==> src/rtl/id_ex_stage_if.sv <==
// Decode-to-EX bundle for the ID/EX stage: decode fields, later-stage forwarding
// sources, and the operands/controls the stage hands to the ALU and memory stage.
interface id_ex_stage_if #(
    parameter int width      = 32,
    parameter int reg_addr_w = 5
);
    // Handshake: valid_i qualifies every decode field in the same cycle. There is
    // no ready; the decode side must hold PC and IF/ID while hazard_o is high, and
    // the stage itself holds its contents while stall_i is high.
    logic                  flush_i;
    logic                  stall_i;
    logic                  valid_i;
    logic [3:0]            ALUCtrl_i;
    logic                  ALUSrc_i;
    logic                  RegWrite_i;
    logic                  MemRead_i;
    logic                  MemWrite_i;
    logic                  MemtoReg_i;
    logic [reg_addr_w-1:0] rs1_addr_i;
    logic [reg_addr_w-1:0] rs2_addr_i;
    logic [reg_addr_w-1:0] rd_addr_i;
    logic [width-1:0]      rs1_data_i;
    logic [width-1:0]      rs2_data_i;
    logic [width-1:0]      imm_i;
    logic                  exmem_RegWrite_i;
    logic                  memwb_RegWrite_i;
    logic [reg_addr_w-1:0] exmem_rd_i;
    logic [reg_addr_w-1:0] memwb_rd_i;
    logic [width-1:0]      exmem_data_i;
    logic [width-1:0]      memwb_data_i;

    logic                  hazard_o;
    logic                  valid_o;
    logic [3:0]            ALUCtrl_o;
    logic [width-1:0]      data1_o;
    logic [width-1:0]      data2_o;
    logic [width-1:0]      store_data_o;
    logic [reg_addr_w-1:0] rd_addr_o;
    logic                  RegWrite_o;
    logic                  MemRead_o;
    logic                  MemWrite_o;
    logic                  MemtoReg_o;

    modport master (
        output flush_i, stall_i, valid_i, ALUCtrl_i, ALUSrc_i,
               RegWrite_i, MemRead_i, MemWrite_i, MemtoReg_i,
               rs1_addr_i, rs2_addr_i, rd_addr_i, rs1_data_i, rs2_data_i, imm_i,
               exmem_RegWrite_i, memwb_RegWrite_i, exmem_rd_i, memwb_rd_i,
               exmem_data_i, memwb_data_i,
        input  hazard_o, valid_o, ALUCtrl_o, data1_o, data2_o, store_data_o,
               rd_addr_o, RegWrite_o, MemRead_o, MemWrite_o, MemtoReg_o
    );

    modport slave (
        input  flush_i, stall_i, valid_i, ALUCtrl_i, ALUSrc_i,
               RegWrite_i, MemRead_i, MemWrite_i, MemtoReg_i,
               rs1_addr_i, rs2_addr_i, rd_addr_i, rs1_data_i, rs2_data_i, imm_i,
               exmem_RegWrite_i, memwb_RegWrite_i, exmem_rd_i, memwb_rd_i,
               exmem_data_i, memwb_data_i,
        output hazard_o, valid_o, ALUCtrl_o, data1_o, data2_o, store_data_o,
               rd_addr_o, RegWrite_o, MemRead_o, MemWrite_o, MemtoReg_o
    );
endinterface

==> src/rtl/id_ex_stage.sv <==
// ID/EX pipeline register with EX-time operand forwarding and load-use bubble
// insertion, feeding the ALU operands and the downstream control bits.
module id_ex_stage #(
    parameter int width      = 32,
    parameter int reg_addr_w = 5
) (
    input logic         clk_i,
    input logic         rst_i,
    id_ex_stage_if.slave stage
);
    logic                  valid_q;
    logic [3:0]            alu_ctrl_q;
    logic                  alu_src_q;
    logic                  reg_write_q;
    logic                  mem_read_q;
    logic                  mem_write_q;
    logic                  memto_reg_q;
    logic [reg_addr_w-1:0] rs1_addr_q;
    logic [reg_addr_w-1:0] rs2_addr_q;
    logic [reg_addr_w-1:0] rd_addr_q;
    logic [width-1:0]      rs1_data_q;
    logic [width-1:0]      rs2_data_q;
    logic [width-1:0]      imm_q;

    logic                  hazard;
    logic                  bubble;
    logic [width-1:0]      rs1_fwd;
    logic [width-1:0]      rs2_fwd;

    // A load in the stage blocks any decode instruction naming its rd (x0 excluded).
    assign hazard = valid_q & mem_read_q & (rd_addr_q != '0) & stage.valid_i &
                    ((rd_addr_q == stage.rs1_addr_i) | (rd_addr_q == stage.rs2_addr_i));

    // Flush beats stall; stall beats the load-use bubble.
    assign bubble = stage.flush_i | (~stage.stall_i & hazard);

    always_ff @(posedge clk_i or posedge rst_i) begin
        if (rst_i) begin
            valid_q     <= 1'b0;
            alu_ctrl_q  <= '0;
            alu_src_q   <= 1'b0;
            reg_write_q <= 1'b0;
            mem_read_q  <= 1'b0;
            mem_write_q <= 1'b0;
            memto_reg_q <= 1'b0;
            rs1_addr_q  <= '0;
            rs2_addr_q  <= '0;
            rd_addr_q   <= '0;
            rs1_data_q  <= '0;
            rs2_data_q  <= '0;
            imm_q       <= '0;
        end else if (bubble) begin
            valid_q     <= 1'b0;
            reg_write_q <= 1'b0;
            mem_read_q  <= 1'b0;
            mem_write_q <= 1'b0;
            memto_reg_q <= 1'b0;
        end else if (!stage.stall_i) begin
            valid_q     <= stage.valid_i;
            alu_ctrl_q  <= stage.ALUCtrl_i;
            alu_src_q   <= stage.ALUSrc_i;
            reg_write_q <= stage.RegWrite_i;
            mem_read_q  <= stage.MemRead_i;
            mem_write_q <= stage.MemWrite_i;
            memto_reg_q <= stage.MemtoReg_i;
            rs1_addr_q  <= stage.rs1_addr_i;
            rs2_addr_q  <= stage.rs2_addr_i;
            rd_addr_q   <= stage.rd_addr_i;
            rs1_data_q  <= stage.rs1_data_i;
            rs2_data_q  <= stage.rs2_data_i;
            imm_q       <= stage.imm_i;
        end
    end

    // EX/MEM is the younger result, so it takes priority over MEM/WB.
    always_comb begin
        rs1_fwd = rs1_data_q;
        if (valid_q & stage.exmem_RegWrite_i & (stage.exmem_rd_i != '0) &
            (stage.exmem_rd_i == rs1_addr_q))
            rs1_fwd = stage.exmem_data_i;
        else if (valid_q & stage.memwb_RegWrite_i & (stage.memwb_rd_i != '0) &
                 (stage.memwb_rd_i == rs1_addr_q))
            rs1_fwd = stage.memwb_data_i;
    end

    always_comb begin
        rs2_fwd = rs2_data_q;
        if (valid_q & stage.exmem_RegWrite_i & (stage.exmem_rd_i != '0) &
            (stage.exmem_rd_i == rs2_addr_q))
            rs2_fwd = stage.exmem_data_i;
        else if (valid_q & stage.memwb_RegWrite_i & (stage.memwb_rd_i != '0) &
                 (stage.memwb_rd_i == rs2_addr_q))
            rs2_fwd = stage.memwb_data_i;
    end

    assign stage.hazard_o     = hazard;
    assign stage.valid_o      = valid_q;
    assign stage.ALUCtrl_o    = alu_ctrl_q;
    assign stage.data1_o      = rs1_fwd;
    assign stage.data2_o      = alu_src_q ? imm_q : rs2_fwd;
    assign stage.store_data_o = rs2_fwd;
    assign stage.rd_addr_o    = rd_addr_q;
    assign stage.RegWrite_o   = valid_q & reg_write_q;
    assign stage.MemRead_o    = valid_q & mem_read_q;
    assign stage.MemWrite_o   = valid_q & mem_write_q;
    assign stage.MemtoReg_o   = valid_q & memto_reg_q;
endmodule

==> src/flat_wrapper.sv <==
// flat-port wrapper written by rule: the top's interface ports become plain ports
module id_ex_stage_flat 
#(
    parameter int width      = 32,
    parameter int reg_addr_w = 5
)
  (clk_i, rst_i, stage_flush_i, stage_stall_i, stage_valid_i, stage_ALUCtrl_i, stage_ALUSrc_i, stage_RegWrite_i, stage_MemRead_i, stage_MemWrite_i, stage_MemtoReg_i, stage_rs1_addr_i, stage_rs2_addr_i, stage_rd_addr_i, stage_rs1_data_i, stage_rs2_data_i, stage_imm_i, stage_exmem_RegWrite_i, stage_memwb_RegWrite_i, stage_exmem_rd_i, stage_memwb_rd_i, stage_exmem_data_i, stage_memwb_data_i, stage_hazard_o, stage_valid_o, stage_ALUCtrl_o, stage_data1_o, stage_data2_o, stage_store_data_o, stage_rd_addr_o, stage_RegWrite_o, stage_MemRead_o, stage_MemWrite_o, stage_MemtoReg_o);
  id_ex_stage_if #(.width(width), .reg_addr_w(reg_addr_w)) stage_i ();
  input logic clk_i;
  input logic rst_i;
  input wire logic [$bits(stage_i.flush_i)-1:0] stage_flush_i;
  input wire logic [$bits(stage_i.stall_i)-1:0] stage_stall_i;
  input wire logic [$bits(stage_i.valid_i)-1:0] stage_valid_i;
  input wire logic [$bits(stage_i.ALUCtrl_i)-1:0] stage_ALUCtrl_i;
  input wire logic [$bits(stage_i.ALUSrc_i)-1:0] stage_ALUSrc_i;
  input wire logic [$bits(stage_i.RegWrite_i)-1:0] stage_RegWrite_i;
  input wire logic [$bits(stage_i.MemRead_i)-1:0] stage_MemRead_i;
  input wire logic [$bits(stage_i.MemWrite_i)-1:0] stage_MemWrite_i;
  input wire logic [$bits(stage_i.MemtoReg_i)-1:0] stage_MemtoReg_i;
  input wire logic [$bits(stage_i.rs1_addr_i)-1:0] stage_rs1_addr_i;
  input wire logic [$bits(stage_i.rs2_addr_i)-1:0] stage_rs2_addr_i;
  input wire logic [$bits(stage_i.rd_addr_i)-1:0] stage_rd_addr_i;
  input wire logic [$bits(stage_i.rs1_data_i)-1:0] stage_rs1_data_i;
  input wire logic [$bits(stage_i.rs2_data_i)-1:0] stage_rs2_data_i;
  input wire logic [$bits(stage_i.imm_i)-1:0] stage_imm_i;
  input wire logic [$bits(stage_i.exmem_RegWrite_i)-1:0] stage_exmem_RegWrite_i;
  input wire logic [$bits(stage_i.memwb_RegWrite_i)-1:0] stage_memwb_RegWrite_i;
  input wire logic [$bits(stage_i.exmem_rd_i)-1:0] stage_exmem_rd_i;
  input wire logic [$bits(stage_i.memwb_rd_i)-1:0] stage_memwb_rd_i;
  input wire logic [$bits(stage_i.exmem_data_i)-1:0] stage_exmem_data_i;
  input wire logic [$bits(stage_i.memwb_data_i)-1:0] stage_memwb_data_i;
  output wire logic [$bits(stage_i.hazard_o)-1:0] stage_hazard_o;
  output wire logic [$bits(stage_i.valid_o)-1:0] stage_valid_o;
  output wire logic [$bits(stage_i.ALUCtrl_o)-1:0] stage_ALUCtrl_o;
  output wire logic [$bits(stage_i.data1_o)-1:0] stage_data1_o;
  output wire logic [$bits(stage_i.data2_o)-1:0] stage_data2_o;
  output wire logic [$bits(stage_i.store_data_o)-1:0] stage_store_data_o;
  output wire logic [$bits(stage_i.rd_addr_o)-1:0] stage_rd_addr_o;
  output wire logic [$bits(stage_i.RegWrite_o)-1:0] stage_RegWrite_o;
  output wire logic [$bits(stage_i.MemRead_o)-1:0] stage_MemRead_o;
  output wire logic [$bits(stage_i.MemWrite_o)-1:0] stage_MemWrite_o;
  output wire logic [$bits(stage_i.MemtoReg_o)-1:0] stage_MemtoReg_o;
  assign stage_i.flush_i = stage_flush_i;
  assign stage_i.stall_i = stage_stall_i;
  assign stage_i.valid_i = stage_valid_i;
  assign stage_i.ALUCtrl_i = stage_ALUCtrl_i;
  assign stage_i.ALUSrc_i = stage_ALUSrc_i;
  assign stage_i.RegWrite_i = stage_RegWrite_i;
  assign stage_i.MemRead_i = stage_MemRead_i;
  assign stage_i.MemWrite_i = stage_MemWrite_i;
  assign stage_i.MemtoReg_i = stage_MemtoReg_i;
  assign stage_i.rs1_addr_i = stage_rs1_addr_i;
  assign stage_i.rs2_addr_i = stage_rs2_addr_i;
  assign stage_i.rd_addr_i = stage_rd_addr_i;
  assign stage_i.rs1_data_i = stage_rs1_data_i;
  assign stage_i.rs2_data_i = stage_rs2_data_i;
  assign stage_i.imm_i = stage_imm_i;
  assign stage_i.exmem_RegWrite_i = stage_exmem_RegWrite_i;
  assign stage_i.memwb_RegWrite_i = stage_memwb_RegWrite_i;
  assign stage_i.exmem_rd_i = stage_exmem_rd_i;
  assign stage_i.memwb_rd_i = stage_memwb_rd_i;
  assign stage_i.exmem_data_i = stage_exmem_data_i;
  assign stage_i.memwb_data_i = stage_memwb_data_i;
  assign stage_hazard_o = stage_i.hazard_o;
  assign stage_valid_o = stage_i.valid_o;
  assign stage_ALUCtrl_o = stage_i.ALUCtrl_o;
  assign stage_data1_o = stage_i.data1_o;
  assign stage_data2_o = stage_i.data2_o;
  assign stage_store_data_o = stage_i.store_data_o;
  assign stage_rd_addr_o = stage_i.rd_addr_o;
  assign stage_RegWrite_o = stage_i.RegWrite_o;
  assign stage_MemRead_o = stage_i.MemRead_o;
  assign stage_MemWrite_o = stage_i.MemWrite_o;
  assign stage_MemtoReg_o = stage_i.MemtoReg_o;
  id_ex_stage #(.width(width), .reg_addr_w(reg_addr_w)) u_core (.clk_i(clk_i), .rst_i(rst_i), .stage(stage_i));
endmodule
==> config.mk <==
export PLATFORM = sky130hd
export DESIGN_NAME = id_ex_stage_flat
export DESIGN_NICKNAME = d
export VERILOG_FILES = /design/src/rtl/id_ex_stage_if.sv /design/src/rtl/id_ex_stage.sv /design/src/flat_wrapper.sv
export SDC_FILE = /design/constraint.sdc
export NUM_CORES = 1
export LEC_CHECK = 0
export ABC_AREA = 1
export CAP_MARGIN = 20
export CELL_PAD_IN_SITES_DETAIL_PLACEMENT = 2
export CELL_PAD_IN_SITES_GLOBAL_PLACEMENT = 2
export CORE_ASPECT_RATIO = 2
export CORE_UTILIZATION = 24
export DETAILED_ROUTE_END_ITERATION = 6
export GPL_TIMING_DRIVEN = 0
export PLACE_DENSITY = 0.84
export SLEW_MARGIN = 20
export SYNTH_ARGS = -nofsm -noshare
export SYNTH_HDL_FRONTEND = slang
export SYNTH_SLANG_ARGS = --single-unit
==> constraint.sdc <==
create_clock -name clk_i -period 8.1 [get_ports clk_i]
set_input_delay 1.62 -clock clk_i [delete_from_list [all_inputs] [get_ports clk_i]]
set_output_delay 1.62 -clock clk_i [all_outputs]
set_load 0.05 [all_outputs]
==> PnR_summary.wiki <==
{| class="wikitable"
! Metric !! Value
|-
| Post-CTS setup buffers || 0
|-
| Crit path required time || ~6500 ps
|-
| Syn. warnings || 0
|-
| CTS Root Buffer Type || sky130_fd_sc_hd__clkbuf_16
|-
| Antenna violations before repair || 12
|-
| Maximum ir drop on the vdd rail || around 0.16 mV
|-
| Count of vias placed by the detailed router || 9355
|-
| Worst setup EP type || primary output
|-
| Max Root-Sink Buffers || 2
|-
| Std-Cell Core Area || 31500 µm²
|-
| Num Clock Sinks || about 120
|-
| Max-slew violations || 0
|-
| Run status || completed
|-
| Via count of the first global-routing pass || 10600
|-
| Actual transition at the worst max-transition pin || approximately 840 ps
|-
| Overall die area || 32800 µm²
|-
| Via density || 4.88
|-
| Worst setup timing slack at the placement stage || 1560 ps
|-
| Std-Cell Rows || just over 90
|-
| Clock slew at the register clock pins of the worst setup and hold paths || about 60 ps
|-
| Post-synthesis net count || roughly 1300
|-
| Depth of the most critical reg-to-reg path || 9
|-
| Number of cells in the design after placement || 1874
|-
| First-iteration detailed-routing DRC count || between 200 and 300
|-
| Source of the critical timing path || stage_memwb_rd_i[3]
|-
| Total power divided by cell area || 203 nW/µm²
|-
| Vertical die dimension || 255 µm
|-
| Worst Skew || 9.11 ps
|-
| Setup violation total in the final timing report || 0
|-
| Filler Cells Inserted || 3803
|-
| Skew-Pair Late Insertion Delay || 450 ps
|-
| Highest attainable clock frequency || 152 MHz
|-
| Routability cong. || about 0.85
|-
| TNS Setup || 0 ps
|-
| Maximum fanout count along the critical path || 10
|-
| Count of final hold-check violations || 0
|-
| Die Span X || 129 µm
|-
| Global-route usage over all layers || 0.263
|-
| Number of optimization iterations in the first detailed-route pass || 4
|-
| Quantity of gates resized following cts || 0
|-
| Sequential fraction of the synthesis area || 0.393
|-
| Antenna violation net count after detailed routing || 0
|-
| Area share of the largest cell type after synthesis || 0.393
|-
| Setup repair after global routing missed its margin || false
|-
| Synth-to-layout area growth || 55.4%
|-
| Endpoint of the lowest-slack register-to-register path || u_core.imm_q[15]
|-
| Clock buffer count from CTS || 17
|-
| Standby leakage power || about 0.0059 µW
|-
| Top-level I/O count || between 300 and 400
|-
| Largest net degree at the start of global routing || 65
|-
| Worst-case register-to-register setup slack || between 5000 and 6000 ps
|-
| Avg WL per Cell || 21.9 µm
|-
| Startpoint of the worst register-to-register path || u_core.stage.rd_addr_o[2]
|-
| Cell Count, Final, Fillers Out || 1918
|-
| Worst hold slack across all endpoints || 471 ps
|-
| Cell type with the largest total area after synthesis || sky130_fd_sc_hd__dfrtp_1
|-
| Critical path startpoint category || input port
|-
| Drc violations || 0
|-
| Power consumption || about 2400 µW
|-
| GRT Residual Overflow || 0
|-
| Post-CTS Hold Fix Bufs || 0
|-
| HPWL reported at the end of detailed placement || 33200 µm
|-
| Layout cell share with drive strength beyond 1 || 0.0560
|-
| Port buffer count || 311
|-
| Type of the tightest min-delay check || reg -> reg
|-
| Detailed Route WL || roughly 42000 µm
|-
| TritonCTS clock tree || yes
|-
| Synthesized area per cell || approximately 6.8 µm²
|-
| Relative slew margins || 0.435
|-
| Number of storage elements in the synthesis netlist || 121
|-
| H-tree levels || 4
|-
| Area of the mapped netlist || 7690 µm²
|-
| Data arrival time of the critical path || 4980 ps
|-
| First-pass GRT wire length || 62700 µm
|-
| Final #Nets || 1671
|-
| Synthesized instance count || 1139
|-
| Fin crit share || 0.814
|-
| Crit path kind || in -> out
|-
| Number of violations of the max-capacitance limit || 0
|-
| Min Clock Period, post-route || 6600 ps
|-
| Min setup slack post-route || between 1500 and 2000 ps
|-
| Endpoint, Worst Hold || u_core.imm_q[2]
|-
| Number of distinct library cells after synthesis || 27
|-
| Top area cells in the synthesized netlist || sky130_fd_sc_hd__dfrtp_1 (39%), sky130_fd_sc_hd__nand2_1 (19%), sky130_fd_sc_hd__nand3_1 (19%)
|-
| Worst Hold Launch || u_core.imm_q[2]
|-
| Hold Path Stages || 2
|-
| Starting density of the core || 0.244
|}
==> cell usage in the layout (no fill, tap or decap), types with 16 or more instances in the layout <==
cell / synthesis / routed
sky130_fd_sc_hd__clkdlybuf4s50_1: 0 / 311
sky130_fd_sc_hd__o21ai_0: 27 / 27
sky130_fd_sc_hd__nand4_1: 32 / 32
sky130_fd_sc_hd__and2_1: 32 / 32
sky130_fd_sc_hd__dfrtp_1: 121 / 121
sky130_fd_sc_hd__buf_2: 40 / 40
sky130_fd_sc_hd__nand2_1: 389 / 389
sky130_fd_sc_hd__clkbuf_1: 22 / 26
sky130_fd_sc_hd__nand3_1: 286 / 286
sky130_fd_sc_hd__xor2_1: 16 / 16
sky130_fd_sc_hd__inv_1: 111 / 110
sky130_fd_sc_hd__clkbuf_16: 0 / 17
==> final cells by class <==
class	count	area, µm²	share of cell area
Multi-Input combinational cell	826	3850	0.322
Antenna cell	13	32.5	0.00272
Timing Repair Buffer	312	3140	0.263
Clock inverter	9	100	0.00837
Buffer	81	395	0.0331
Tap cell	423	529	0.0443
Clock buffer	22	454	0.0380
Sequential cell	121	3030	0.253
Inverter	111	424	0.0355
==> logic make-up after synthesis <==
| kind of cell | count (synthesis) | synth area share |
|---|---|---|
| buffers and inverters | 192 | 0.106 |
| AND/OR/NAND/NOR | 765 | 0.447 |
| AO/OA/AOI/OAI | 34 | 0.0229 |
| flip-flops | 121 | 0.393 |
| XOR/XNOR | 27 | 0.0307 |
==> how the worst max path moves through the flow <==
stage | depth (start not counted) | slack (ps) | end
global route | 9 | 1410 | stage_data2_o[8]
global placement | 2 | 930 | u_core.imm_q[16]
detailed placement | 9 | 1560 | stage_data1_o[18]
finish | 10 | 1500 | stage_data2_o[17]
CTS | 10 | 1550 | stage_data2_o[17]
floorplan | 6 | 3020 | stage_data1_o[10]
==> state kept, by name (all words and copies together), names as in the netlist <==
signal,count
u_core.alu_src_q,1
u_core.imm_q,32
u_core.mem_read_q,1
u_core.mem_write_q,1
u_core.memto_reg_q,1
u_core.reg_write_q,1
u_core.rs1_addr_q,5
u_core.rs1_data_q,32
u_core.rs2_addr_q,5
u_core.rs2_data_q,32
u_core.stage.ALUCtrl_o,4
u_core.stage.rd_addr_o,5
u_core.stage.valid_o,1
==> cells in the mapped netlist <==
library cell / number
sky130_fd_sc_hd__nand3b_1: 1
sky130_fd_sc_hd__dfrtp_1: 121
sky130_fd_sc_hd__nor2_2: 1
sky130_fd_sc_hd__buf_1: 13
sky130_fd_sc_hd__o21ai_0: 27
sky130_fd_sc_hd__o21bai_2: 1
sky130_fd_sc_hd__nand2_4: 1
sky130_fd_sc_hd__nand3_1: 286
sky130_fd_sc_hd__nand2_2: 1
sky130_fd_sc_hd__or2_0: 1
sky130_fd_sc_hd__buf_2: 40
sky130_fd_sc_hd__clkbuf_1: 22
sky130_fd_sc_hd__xnor2_1: 11
sky130_fd_sc_hd__buf_4: 1
sky130_fd_sc_hd__inv_1: 111
sky130_fd_sc_hd__and2_1: 32
sky130_fd_sc_hd__a21oi_1: 1
sky130_fd_sc_hd__buf_6: 5
sky130_fd_sc_hd__nor3_2: 2
sky130_fd_sc_hd__nor3_1: 2
sky130_fd_sc_hd__nor2_1: 15
sky130_fd_sc_hd__nor3_4: 1
sky130_fd_sc_hd__xor2_1: 16
sky130_fd_sc_hd__nand2_1: 389
sky130_fd_sc_hd__nand3_2: 1
sky130_fd_sc_hd__nand4_1: 32
sky130_fd_sc_hd__o21ai_1: 5
==> worst max-delay path, cell delays in order <==
cell and delay [ps]:
sky130_fd_sc_hd__clkdlybuf4s50_1 530, sky130_fd_sc_hd__xor2_1 210, sky130_fd_sc_hd__nor2_1 620, sky130_fd_sc_hd__nand3_1 470, sky130_fd_sc_hd__buf_2 340, sky130_fd_sc_hd__nand2_1 110, sky130_fd_sc_hd__nand3_1 160, sky130_fd_sc_hd__nand3_1 120
sky130_fd_sc_hd__nand2_1 80, sky130_fd_sc_hd__clkdlybuf4s50_1 710
==> metrics by stage <==
step           utilization  cell area [µm²]
6_report             0.379            12000
5_1_grt              0.379            12000
4_1_cts              0.378            11900
3_5_place_dp         0.361            11400
3_3_place_gp         0.359            11300
2_1_floorplan            -             7690
==> layer usage <==
layer / GRT usage / part of all wire / up-vias
met5: 0 / 0.00076 / -
met1: 0.255 / 0.34 / 4611
li1: - / - / 4331
met4: 0.173 / 0.056 / 4
met3: 0.0447 / 0.036 / 115
met2: 0.501 / 0.56 / 294
==> power by group <==
group	internal [µW]	leakage [µW]	switching, µW	total, µW
clock	455	0.000270	298	753
combinational	327	0.00411	611	938
sequential	679	0.00150	53.2	732
Power figures use the tool's default switching activity.
